`src/rtl/coin_acceptor.sv`:
```
// Coin-slot front end: synchronises and debounces the nickel/dime sensors,
// issues one single-cycle coin code per coin and flags jams.
//
// state | meaning
// IDLE  | waiting for a clean rise on exactly one sensor
// BUSY  | coin issued, waiting for both sensors to release
// JAM   | simultaneous or stuck sensors, codes suppressed until both release
module coin_acceptor #(
    parameter int DEBOUNCE = 4,
    parameter int HOLD_MAX = 1000
) (
    input  logic       clk,
    input  logic       rst,
    input  logic       nickel_raw,
    input  logic       dime_raw,
    output logic [1:0] coin,
    output logic       jam,
    output logic [7:0] accepted_cnt
);

    typedef enum logic [1:0] {IDLE, BUSY, JAM} state_t;

    localparam logic [7:0]  DB_LAST   = 8'(DEBOUNCE - 1);
    localparam logic [15:0] HOLD_LAST = 16'(HOLD_MAX - 1);

    // bit 0 = nickel, bit 1 = dime
    logic [1:0] sync1, sync2, filt, filt_d, rise;
    logic [7:0] dcnt [2];

    state_t      state;
    logic [15:0] hold;
    logic        cur_dime;
    logic        other_rise;

    always_ff @(posedge clk) begin
        if (rst) begin
            sync1   <= 2'b00;
            sync2   <= 2'b00;
            filt    <= 2'b00;
            filt_d  <= 2'b00;
            dcnt[0] <= 8'd0;
            dcnt[1] <= 8'd0;
        end else begin
            sync1  <= {dime_raw, nickel_raw};
            sync2  <= sync1;
            filt_d <= filt;
            for (int i = 0; i < 2; i++) begin
                if (sync2[i] == filt[i]) begin
                    dcnt[i] <= 8'd0;
                end else if (dcnt[i] == DB_LAST) begin
                    filt[i] <= ~filt[i];
                    dcnt[i] <= 8'd0;
                end else begin
                    dcnt[i] <= dcnt[i] + 8'd1;
                end
            end
        end
    end

    assign rise       = filt & ~filt_d;
    assign other_rise = cur_dime ? rise[0] : rise[1];

    always_ff @(posedge clk) begin
        if (rst) begin
            state        <= IDLE;
            coin         <= 2'b00;
            jam          <= 1'b0;
            accepted_cnt <= 8'd0;
            hold         <= 16'd0;
            cur_dime     <= 1'b0;
        end else begin
            coin <= 2'b00;
            case (state)
                IDLE: begin
                    hold <= 16'd0;
                    // a rise while the other line is already (or also) high is a jam
                    if ((rise[0] && filt[1]) || (rise[1] && filt[0])) begin
                        state <= JAM;
                        jam   <= 1'b1;
                    end else if (rise[0]) begin
                        coin         <= 2'b01;
                        accepted_cnt <= accepted_cnt + 8'd1;
                        cur_dime     <= 1'b0;
                        state        <= BUSY;
                    end else if (rise[1]) begin
                        coin         <= 2'b10;
                        accepted_cnt <= accepted_cnt + 8'd1;
                        cur_dime     <= 1'b1;
                        state        <= BUSY;
                    end
                end
                BUSY: begin
                    if (hold != 16'hFFFF) hold <= hold + 16'd1;
                    if (filt == 2'b00) begin
                        state <= IDLE;
                    end else if (other_rise || hold == HOLD_LAST) begin
                        state <= JAM;
                        jam   <= 1'b1;
                    end
                end
                JAM: begin
                    if (filt == 2'b00) begin
                        state <= IDLE;
                        jam   <= 1'b0;
                    end
                end
                default: begin
                    state <= IDLE;
                    jam   <= 1'b0;
                end
            endcase
        end
    end

endmodule

```
`config.mk`:
```
export PLATFORM = sky130hd
export DESIGN_NAME = coin_acceptor
export DESIGN_NICKNAME = d
export VERILOG_FILES = /design/src/rtl/coin_acceptor.sv
export SDC_FILE = /design/constraint.sdc
export NUM_CORES = 1
export LEC_CHECK = 0
export CORE_MARGIN = 3
export CORE_UTILIZATION = 30
export CTS_BUF_LIST = sky130_fd_sc_hd__clkbuf_4 sky130_fd_sc_hd__clkbuf_8
export DETAILED_ROUTE_END_ITERATION = 16
export PLACE_DENSITY = 0.59
export SYNTH_ARGS = -nofsm -noshare
export SYNTH_HDL_FRONTEND = slang
export SYNTH_SLANG_ARGS = --single-unit
```
`constraint.sdc`:
```
create_clock -name clk -period 1.75 [get_ports clk]
set_input_delay 0.35 -clock clk [delete_from_list [all_inputs] [get_ports clk]]
set_output_delay 0.35 -clock clk [all_outputs]
set_load 0.005 [all_outputs]
```
# Word-level counts from Yosys, hierarchy flattened
# Memories as Yosys holds them, arrays and structs flattened.
# Cells that the tools add are included.
# Widths: inputs -> output; s select.
# classes
add_sub_neg	4
eq_ne	15
muxes	51
bitwise_logic	14
reduce_logical	16
# ops
op	n
$mux 8	8
$mux 1	32
$pmux 16 s2	1
$add 8x1->8 const B	3
$add 16x1->16 const B	1
$eq 16x10->1 const B	1
$eq 8x2->1 const B	2
$mux 16	1
$ne 16x16->1 const B	1
$mux 2	7
$ne 2x2->1 const B	5
$not 1->1	6
$or 1x1->1	6
$pmux 2 s3	1
$reduce_and 2->1	3
$reduce_and 3->1	2
$logic_not 2->1	2
$ne 4x4->1 const B	1
$reduce_and 4->1	1
$reduce_bool 2->1	2
$reduce_or 4->1	1
$ne 3x3->1 const B	1
$pmux 1 s3	1
$reduce_or 3->1	1
7 further kinds	10
# totals
ff_bits	38
ram_bits	16
inputBits	4
out_inout_bits	11
word_cells	113
memories	1
# mem_list
memory	words	width	read_ports	rd_ports_with_merged_regs	wr	line_no	source
dcnt	2	8	2	0	2	28	logic [7:0] dcnt [2];

# Longest topological paths before layout
# Gate-level depths: netlist of the first run.
# An unclocked memory read counts as a cell.
# logic_depth
depth_word	8
ltp_mapped	6
depth_no_buf	5

# Least setup slack after synthesis of the first run
# Ideal clock, no wire load.
# synth_path
kind	register to register
start	register hold[0]
end	register hold[12]
setup_ns	0.115
arrival_ns	1.726
t_required_ns	1.635
path_slack_ns	-0.091
stages_incl_launch_ff	7
path_buffers	1
synth_period_minus_slack_ns	1.841
cell_sequence	dfxtp_1 ha_1 nand3_1 nor4_1 buf_2 a21oi_1 o21a_1
# synth_via
elab_chain_len	3
word_cells_on_any_way	6
cone_classes	add/sub: 1; eq/ne: 2; mux: 2; reduce/logical: 1
# synth_lines
item	line_no	source
start, declared	31	logic [15:0] hold;
start signal, assigned	93	if (hold != 16'hFFFF) hold <= hold + 16'd1;
$add 16x1->16 or $ne 16x16->1 (tied branches)	93	
$mux 16 or $ne 2x2->1 (tied branches)	--	
$pmux 16 s2 or $reduce_and 2->1 (tied branches)	--	
# Parallel ways exist; a longest one is shown, timed or not. The select of a mux whose other input is x is not followed.
# A chain may end at the register's enable or synchronous reset.

# Worst setup path after layout of the first run
# layout_path
start	register state[1]
end	register hold[13]
# layout_via
elab_chain_len	3
word_cells_on_any_way	6
cone_classes	eq/ne: 2; mux: 1; reduce/logical: 3
# layout_lines
item	line_no	source
start, declared	30	state_t state;
start signal, assigned	65	state <= IDLE;
start signal, assigned	78	state <= JAM;
start signal, assigned	84	state <= BUSY;
$eq 2x1->1 or $logic_not 2->1 (tied branches)	73	case (state)
$ne 2x2->1 (no line) or $reduce_bool 2->1 (tied branches)	--	
$reduce_and 2->1 (no line)	--	
# Parallel ways exist; a longest one is shown, timed or not.

==> results.json, run 1 <==
{
  "rrSetupSlack_ns": -0.009,
  "place_hpwl_mm": 4.310,
  "synth-seq-area-share_pct": 46.38,
  "die_w_um": 100.5,
  "die_h_um": 100.5,
  "start_util_pct": 31.77,
  "rr_endpoint": "hold[13]",
  "fin_crit_ns": 1.759,
  "boundaryPins": 15,
  "arrival_ns": 2.01,
  "whs_ns": 0.4520,
  "finalHoldViolCount": 0,
  "fin_nets": 368,
  "drt_iter0_drc": 91,
  "grt_max_degree": 19,
  "synth_edf_count": 16,
  "startpoint_type": "flop",
  "finalClockSkew_ns": 0.008216,
  "setup_viol": 1,
  "period_share_pct": 100.5,
  "cts_buffer_depth": 2,
  "slowest_stage": "or4_4",
  "wl_per_cell_um": 12.76,
  "vias": 2383,
  "crit_path_end_kind": "flop",
  "synth-seq-cells": 54,
  "drive_above_1_share_pct": 24.93,
  "critical_path.top_delay_family": "simple AND/OR/NAND/NOR gates",
  "crit_required_ns": 2.00,
  "via_per_inst": 5.114,
  "n_antenna_cell": 0,
  "hold_depth": 1,
  "p_leak_uw": 0.001268,
  "ys_async_sr_fraction_pct": 0,
  "crit_chain": "and4b_1 -> or4b_4 -> or4_4 -> a21oi_2",
  "cellPowerDensity_nw_per_um2": 602.6,
  "min_to": "sync2[1]",
  "hp-start": "sync1[1]",
  "path_max_fanout": 3,
  "drc": 0,
  "fin_util_pct": 41.98,
  "antenna_found_initial": 0,
  "violations": "negative setup slack",
  "ir_worst_vdd_mv": 0.3221,
  "synth.distinct_cells": 51,
  "rows": 33,
  "numCtsBuffers": 5,
  "synth-main-ff-cell": "dfxtp_1",
  "cpPeakStageDelay_ns": 0.49,
  "final_cell_mix": "buf_4 (48), dfxtp_1 (30), nor2_1 (27), nand2_1 (27)",
  "grtUsageTotal_pct": 12.47,
  "numPortBuffers": 14,
  "rsz0062_at_grt": "true",
  "syn_area_um2": 2676,
  "drv_slew": 0,
  "setup_ws_ns": -0.008588,
  "critPathBufInv": 0,
  "power_uw": 2131,
  "gr-total-overflow": 0,
  "drtPass1Iterations": 4,
  "clock-sinks": 54,
  "grt_pass1_wl_mm": 10.36,
  "htreeDepth": 2,
  "min_path_type": "reg2reg",
  "cts_tree": "built",
  "timing.fmax_mhz": 568.6,
  "clock_latency_ns": 0.31,
  "dieArea_um2": 10090,
  "place.gp.congestion": 0.8595,
  "r2r_start": "state[1]",
  "area_growth_pct": 32.12,
  "cts-root-buf": "clkbuf_8",
  "ys_warn_count": 0,
  "avgSynthCellArea_um2": 9.391,
  "final_common_cell": "buf_4",
  "maxCapViolCount": 0,
  "netlist_instances": 285,
  "rr_worst_depth": 4,
  "ant_nets": 0,
  "core_area_um2": 8423,
  "critical_path_class": "reg2reg",
  "grt_pass1_vias": 2314,
  "status": "complete, but fails checks",
  "drt_wl_total_mm": 5.946,
  "path_clk_slew_ns": 0.11
}
power breakdown:
part,switching [µW],internal (µW),leakage (µW)
logic,37.3,32.1,0.000744
clock network,448,290,0.0000483
registers,18.0,1310,0.000476
total,503,1630,0.00127
state kept, by name, summed over array words and instances, names as in the netlist:
register,cells
filt,2
filt_d,2
hold,16
sync2,2
state,2
coin,2
sync1,2
jam,1
dcnt,16
accepted_cnt,8
cur_dime,1
synthesized netlist by cell type, drive strengths merged, types with 5 or more instances:
cell type	count	area share (%)
nand2	27	3.8
dfxtp	38	28
nor2	28	3.9
inv	8	1.1
edfxtp	16	18
and3	8	1.9
o21ai	11	2.1
or3	10	2.3
nor3	5	0.93
a21oi	15	2.8
xnor2	10	3.3
nor2b	5	1.2
xor2	9	2.9
mux2i	6	2.2
clkbuf	8	1.1
nand3	17	3.2
worst max path at each step:
stage | startpoint | endpoint | cells past startpoint
floorplan | hold[6] | hold[13] | 4
global placement | rst | hold[15] | 4
detailed placement | rst | hold[10] | 4
CTS | state[1] | hold[13] | 4
global route | state[1] | hold[13] | 4
finish | state[1] | hold[13] | 4
stage by stage:
stage	std cells	setup WS (ns)	area (µm²)	setup TNS (ns)
4_1_cts	464	-0.03395	3436	-0.04156
5_1_grt	466	-0.03991	3536	-0.04781
6_report	466	-0.008588	3536	-0.008588
3_3_place_gp	454	-0.1393	3307	-1.586
2_1_floorplan	300	0.001020	2740	0
3_5_place_dp	454	-0.2258	3307	-2.924
kinds of logic (layout without fill, tap and decap cells):
kind of cell,count (synthesis),in the layout,share of synthesized area [%]
fa+ha+maj,4,4,1.870
simple gates,128,128,25.99
mux,6,6,2.244
buf+inv,17,78,2.431
flops,54,54,46.38
compound gates,56,56,14.73
xor+xnor,19,19,6.218
other cells,1,16,0.1401
layout make-up:
cell class,instances,area [µm²]
clock buffer,5,68.82
clock inverter,3,26.28
fill,879,4887
inverter,8,30.03
multi-input combinational,229,1525
sequential,54,1254
tap,105,131.4
timing repair buffer,62,500.5
layer usage:
metal / wire length [µm] / share of wire (%) / vias to the layer above / track usage, %
li1: - / - / 1193 / -
met1: 2823 / 47 / 1143 / 16.82
met2: 2828 / 48 / 38 / 19.93
met3: 194 / 3.3 / 9 / 2.561
met4: 99 / 1.7 / 0 / 4.249
met5: 0 / 0 / - / 0
repair_timing:
| action | 4_1_cts | 5_1_grt |
|---|---|---|
| setup endpoints to repair | 7 | 30 |
| pin swaps | 1 | 4 |
| hold buffers | 0 | 0 |
| buffers inserted | 2 | 2 |
| resized for setup | 8 | 21 |
| cloned | 0 | 0 |
Power figures use the tool's default switching activity.
==> run 2, diff against run 1 <==
- CORE_UTILIZATION: 30 -> 60
- CTS_CLUSTER_SIZE: not set -> 25
- PLACE_DENSITY: 0.59 -> 0.92
- clock period: 1.75 -> 1.7 ns (I/O delays scaled with it)
==> run 2 against run 1 <==
Largest cell class unchanged. Register-to-register slack got worse by 0.14 ns. Sequential share of layout area increased by 0.76 points. First-iteration DRC count increased to 3.3 times the previous value. Design area decreased by 1.9%. Wire length increased by 30%. The run still ends with negative setup slack left. Non-clock buffer count decreased by 4. Core utilization increased by 42 points. Highest routed layer unchanged.
==> results.json, run 2 (synthesis gave the netlist of run 1 again) <==
{
  "status": "complete, but fails checks",
  "violations": "negative setup slack",
  "fin_util_pct": 83.70,
  "numPortBuffers": 14,
  "core_area_um2": 4144,
  "cellPowerDensity_nw_per_um2": 644.1,
  "die_w_um": 72.79,
  "final_common_cell": "buf_4",
  "clock-sinks": 54,
  "finalHoldViolCount": 0,
  "ir_worst_vdd_mv": 0.6530,
  "path_clk_slew_ns": 0.11,
  "grtUsageTotal_pct": 27.35,
  "cts_buffer_depth": 2,
  "grt_pass1_wl_mm": 11.27,
  "crit_chain": "buf_6 -> or4_4 -> nor4_4 -> buf_4 -> o211ai_1 -> a21oi_1",
  "rows": 23,
  "fin_crit_ns": 1.853,
  "via_per_inst": 6.459,
  "grt_max_degree": 20,
  "n_antenna_cell": 0,
  "place.gp.congestion": 0.8648,
  "nFillCells": 202,
  "place_hpwl_mm": 4.506,
  "clock_latency_ns": 0.32,
  "drt_iter0_drc": 300,
  "die_h_um": 72.79,
  "cts-root-buf": "clkbuf_8",
  "timing.fmax_mhz": 539.7,
  "rsz0062_at_grt": "true",
  "boundaryPins": 15,
  "min_path_type": "reg2reg",
  "vias": 2629,
  "crit_required_ns": 1.94,
  "cts_tree": "built",
  "finalSetupTns_ns": -0.4258,
  "p_leak_uw": 0.001273,
  "fin_nets": 364,
  "arrival_ns": 2.09,
  "dieArea_um2": 5298,
  "antenna_found_initial": 0,
  "ant_nets": 0,
  "area_growth_pct": 29.59,
  "worst_pin_slew_ns": 0.5301,
  "drv_slew": 0,
  "finalClockSkew_ns": 0.004835,
  "drtPass1Iterations": 6,
  "htreeDepth": 2,
  "cpPeakStageDelay_ns": 0.49,
  "reg_top3": "dcnt (16), hold (16), accepted_cnt (8)",
  "slowest_stage": "or4_4",
  "drive_above_1_share_pct": 25.77,
  "startpoint_type": "flop",
  "grt_pass1_vias": 2507,
  "setup_ws_ns": -0.1530,
  "crit_path_end_kind": "flop",
  "max_slew_margin_pct": 63.75,
  "critical_path_class": "reg2reg",
  "setup_viol": 6,
  "numCtsBuffers": 5,
  "wl_per_cell_um": 19.04,
  "critPathBufInv": 2,
  "critical_path.top_delay_family": "simple AND/OR/NAND/NOR gates",
  "path_max_fanout": 3,
  "drt_wl_total_mm": 7.748,
  "drc": 0,
  "period_share_pct": 109.0,
  "maxCapViolCount": 0,
  "gr-total-overflow": 0,
  "power_uw": 2234,
  "final_cell_mix": "buf_4 (43), nor2_1 (27), nand2_1 (27)",
  "start_util_pct": 64.58
}
[run 2: changes by cell type in the layout (fill, tap and decap cells not counted), moves of 2 or more]
cell and delta:
a2111oi_0 +2, dfxtp_1 -4, dfxtp_2 +5, nor4_4 +2, nor4_2 -2, buf_4 -5
clkinv_4 -2, a2111oi_2 -2
[run 2: routing by layer]
metal	up-vias	GRT usage (%)	routed length [µm]
met4	0	11.27	260
met2	160	48.80	3975
li1	1189	-	-
met3	38	7.300	570
met1	1242	30.61	2941
met5	-	0	0
[run 2: repair_timing]
| item | in CTS | in global routing |
|---|---|---|
| resized for setup | 10 | 23 |
| setup buffers | 1 | 3 |
| gates cloned | 0 | 0 |
| endpoints found under the setup margin | 11 | 41 |
| pin swaps | 1 | 7 |
| hold buffers | 0 | 0 |
[run 2: final cells by class]
class	instances	area, µm²	share of cell area [%]
clock buffer	5	68.82	1.984
clock inverter	3	28.78	0.8297
inverter	8	30.03	0.8658
multi-input combinational	229	1548	44.62
sequential	54	1256	36.22
tap	50	62.56	1.804
timing repair buffer	58	474.2	13.67
[run 2: worst paths after layout]
path	slack, ns	endpoint	from	cells past startpoint
setup reg to reg	-0.15	state[1]	hold[4]	6
hold / removal	0.46	sync2[1]	sync1[1]	1
hold reg to reg	0.46	sync2[1]	sync1[1]	1
setup / recovery	-0.15	state[1]	hold[4]	6
[run 2: power breakdown]
group	switching (µW)	total (µW)	internal, µW
clock network	475	784	309
logic	48.1	84.7	36.6
registers	20.0	1370	1350
total	543	2230	1690
[run 2: through the flow]
step	hold WS, ns	instances	setup slack [ns]	instance area (µm²)
global placement	0.4167	395	-0.06472	3224
finish	0.4577	407	-0.1530	3468
CTS	0.4571	404	-0.1213	3371
floorplan	0.4138	300	-0.01116	2756
global route	0.4623	407	-0.2173	3468
detailed placement	0.4353	395	-0.1164	3224
==> run 3, diff against run 2 <==
- CTS_BUF_LIST: sky130_fd_sc_hd__clkbuf_4 sky130_fd_sc_hd__clkbuf_8 -> sky130_fd_sc_hd__clkbuf_8
- RECOVER_POWER: not set -> 25
==> run 3 against run 2 <==
The run still ends with negative setup slack left. Largest power group unchanged. Core utilization decreased by 0.30 points. Register-to-register slack about the same. Global-route usage unchanged. Die area unchanged. Cell count unchanged. Sequential cell count unchanged. Design area decreased by 0.36%. Clock-buffer cell count unchanged.
==> results.json, run 3 (synthesis gave the netlist of run 1 again) <==
{
  "clock_latency_ns": 0.33,
  "area_growth_pct": 29.13,
  "path_clk_slew_ns": 0.11,
  "min_path_type": "reg2reg",
  "cpPeakStageDelay_ns": 0.49,
  "period_share_pct": 109.1,
  "gr-total-overflow": 0,
  "maxCapViolCount": 0,
  "n_antenna_cell": 0,
  "violations": "negative setup slack",
  "ant_nets": 0,
  "finalHoldViolCount": 0,
  "final_cell_mix": "buf_4 (43), nor2_1 (27), nand2_1 (27), dfxtp_1 (27)",
  "die_w_um": 72.79,
  "worst_pin_slew_ns": 0.5451,
  "final_common_cell": "buf_4",
  "start_util_pct": 64.58,
  "fin_nets": 364,
  "htreeDepth": 2,
  "drv_slew": 0,
  "cts_hold_buf": 0,
  "whs_ns": 0.4578,
  "rows": 23,
  "drc": 0,
  "slowest_stage": "or4_4",
  "rsz0062_at_grt": "true",
  "startpoint_type": "flop",
  "clock-sinks": 54,
  "crit_path_end_kind": "flop",
  "die_h_um": 72.79,
  "cts-root-buf": "clkbuf_8",
  "place_hpwl_mm": 4.506,
  "p_leak_uw": 0.001267,
  "antenna_found_initial": 0,
  "numPortBuffers": 14,
  "via_per_inst": 6.420,
  "wl_per_cell_um": 19.04,
  "status": "complete, but fails checks",
  "timing.fmax_mhz": 539.4,
  "ir_worst_vdd_mv": 0.6551,
  "setup_ws_ns": -0.1540,
  "grt_pass1_vias": 2507,
  "crit_required_ns": 1.95,
  "core_area_um2": 4144,
  "fin_crit_ns": 1.854,
  "arrival_ns": 2.10,
  "vias": 2613,
  "drt_iter0_drc": 378,
  "drt_wl_total_mm": 7.751,
  "drive_above_1_share_pct": 24.93,
  "critical_path_class": "reg2reg",
  "finalClockSkew_ns": 0.009493,
  "reg_top3": "dcnt (16), hold (16), accepted_cnt (8)",
  "drtPass1Iterations": 6,
  "setup_viol": 6,
  "numCtsBuffers": 5,
  "grt_max_degree": 20,
  "place.gp.congestion": 0.8648,
  "cellPowerDensity_nw_per_um2": 649.3,
  "place_ws_ns": -0.1164,
  "cts_buffer_depth": 2,
  "max_slew_margin_pct": 63.20,
  "boundaryPins": 15,
  "power_uw": 2244,
  "grtUsageTotal_pct": 27.35,
  "crit_chain": "buf_6 -> or4_4 -> nor4_4 -> buf_4 -> o211ai_1 -> a21oi_1",
  "path_max_fanout": 3,
  "cts_tree": "built",
  "grt_pass1_wl_mm": 11.27,
  "dieArea_um2": 5298
}
## run 3: worst max-delay path, delay by kind of cell, from the launching register on
| family | cells | cell delay [ns] |
|---|---|---|
| simple gates | 2 | 0.81 |
| compound gates | 2 | 0.35 |
| flops | 1 | 0.34 |
| buf+inv | 2 | 0.28 |
## run 3: cell type report
class                   instances  area, µm²
repair buffers                 58      474.2
clock buffers                   5      68.82
well taps                      50      62.56
flip-flops and latches         54       1255
multi-input cells             229       1536
inverters                       8      30.03
fillers                       203      688.2
clock inverters                 3      28.78
## run 3: worst paths after layout
kind | startpoint | end | slack [ns] | cells after the start
worst max-delay path | hold[4] | state[1] | -0.15 | 6
worst max register to register | hold[4] | state[1] | -0.15 | 6
worst min register to register | sync1[1] | sync2[1] | 0.46 | 1
worst min-delay path | sync1[1] | sync2[1] | 0.46 | 1
## run 3: power by group
part / leakage (µW) / total (µW) / switching (µW) / internal [µW]
sequential: 0.000478 / 1360 / 19.4 / 1350
clock: 0.0000506 / 795 / 486 / 309
combinational: 0.000739 / 84.1 / 48.2 / 35.9
## run 3: stage by stage
stage	util, %	setup TNS, ns	cells	area [µm²]
after CTS	81.34	-0.2344	404	3371
after detailed placement	77.81	-0.8312	395	3224
after global routing	83.39	-2.525	407	3456
after global placement	77.81	-0.1715	395	3224
final	83.39	-0.4287	407	3456
after floorplan	-	-0.01116	300	2756
## run 3: routing by layer
layer / up-vias / wire length [µm] / global-route usage, %
met5: - / 0 / 0
met1: 1222 / 3011 / 30.61
met3: 43 / 486 / 7.300
li1: 1187 / - / -
met4: 0 / 289 / 11.27
met2: 161 / 3963 / 48.80
## run 3: timing repair
item,in CTS,in global routing
endpoints found under the setup margin,11,41
resized for setup,10,23
setup buffers,1,3
pin swaps,1,7
gates cloned,0,0
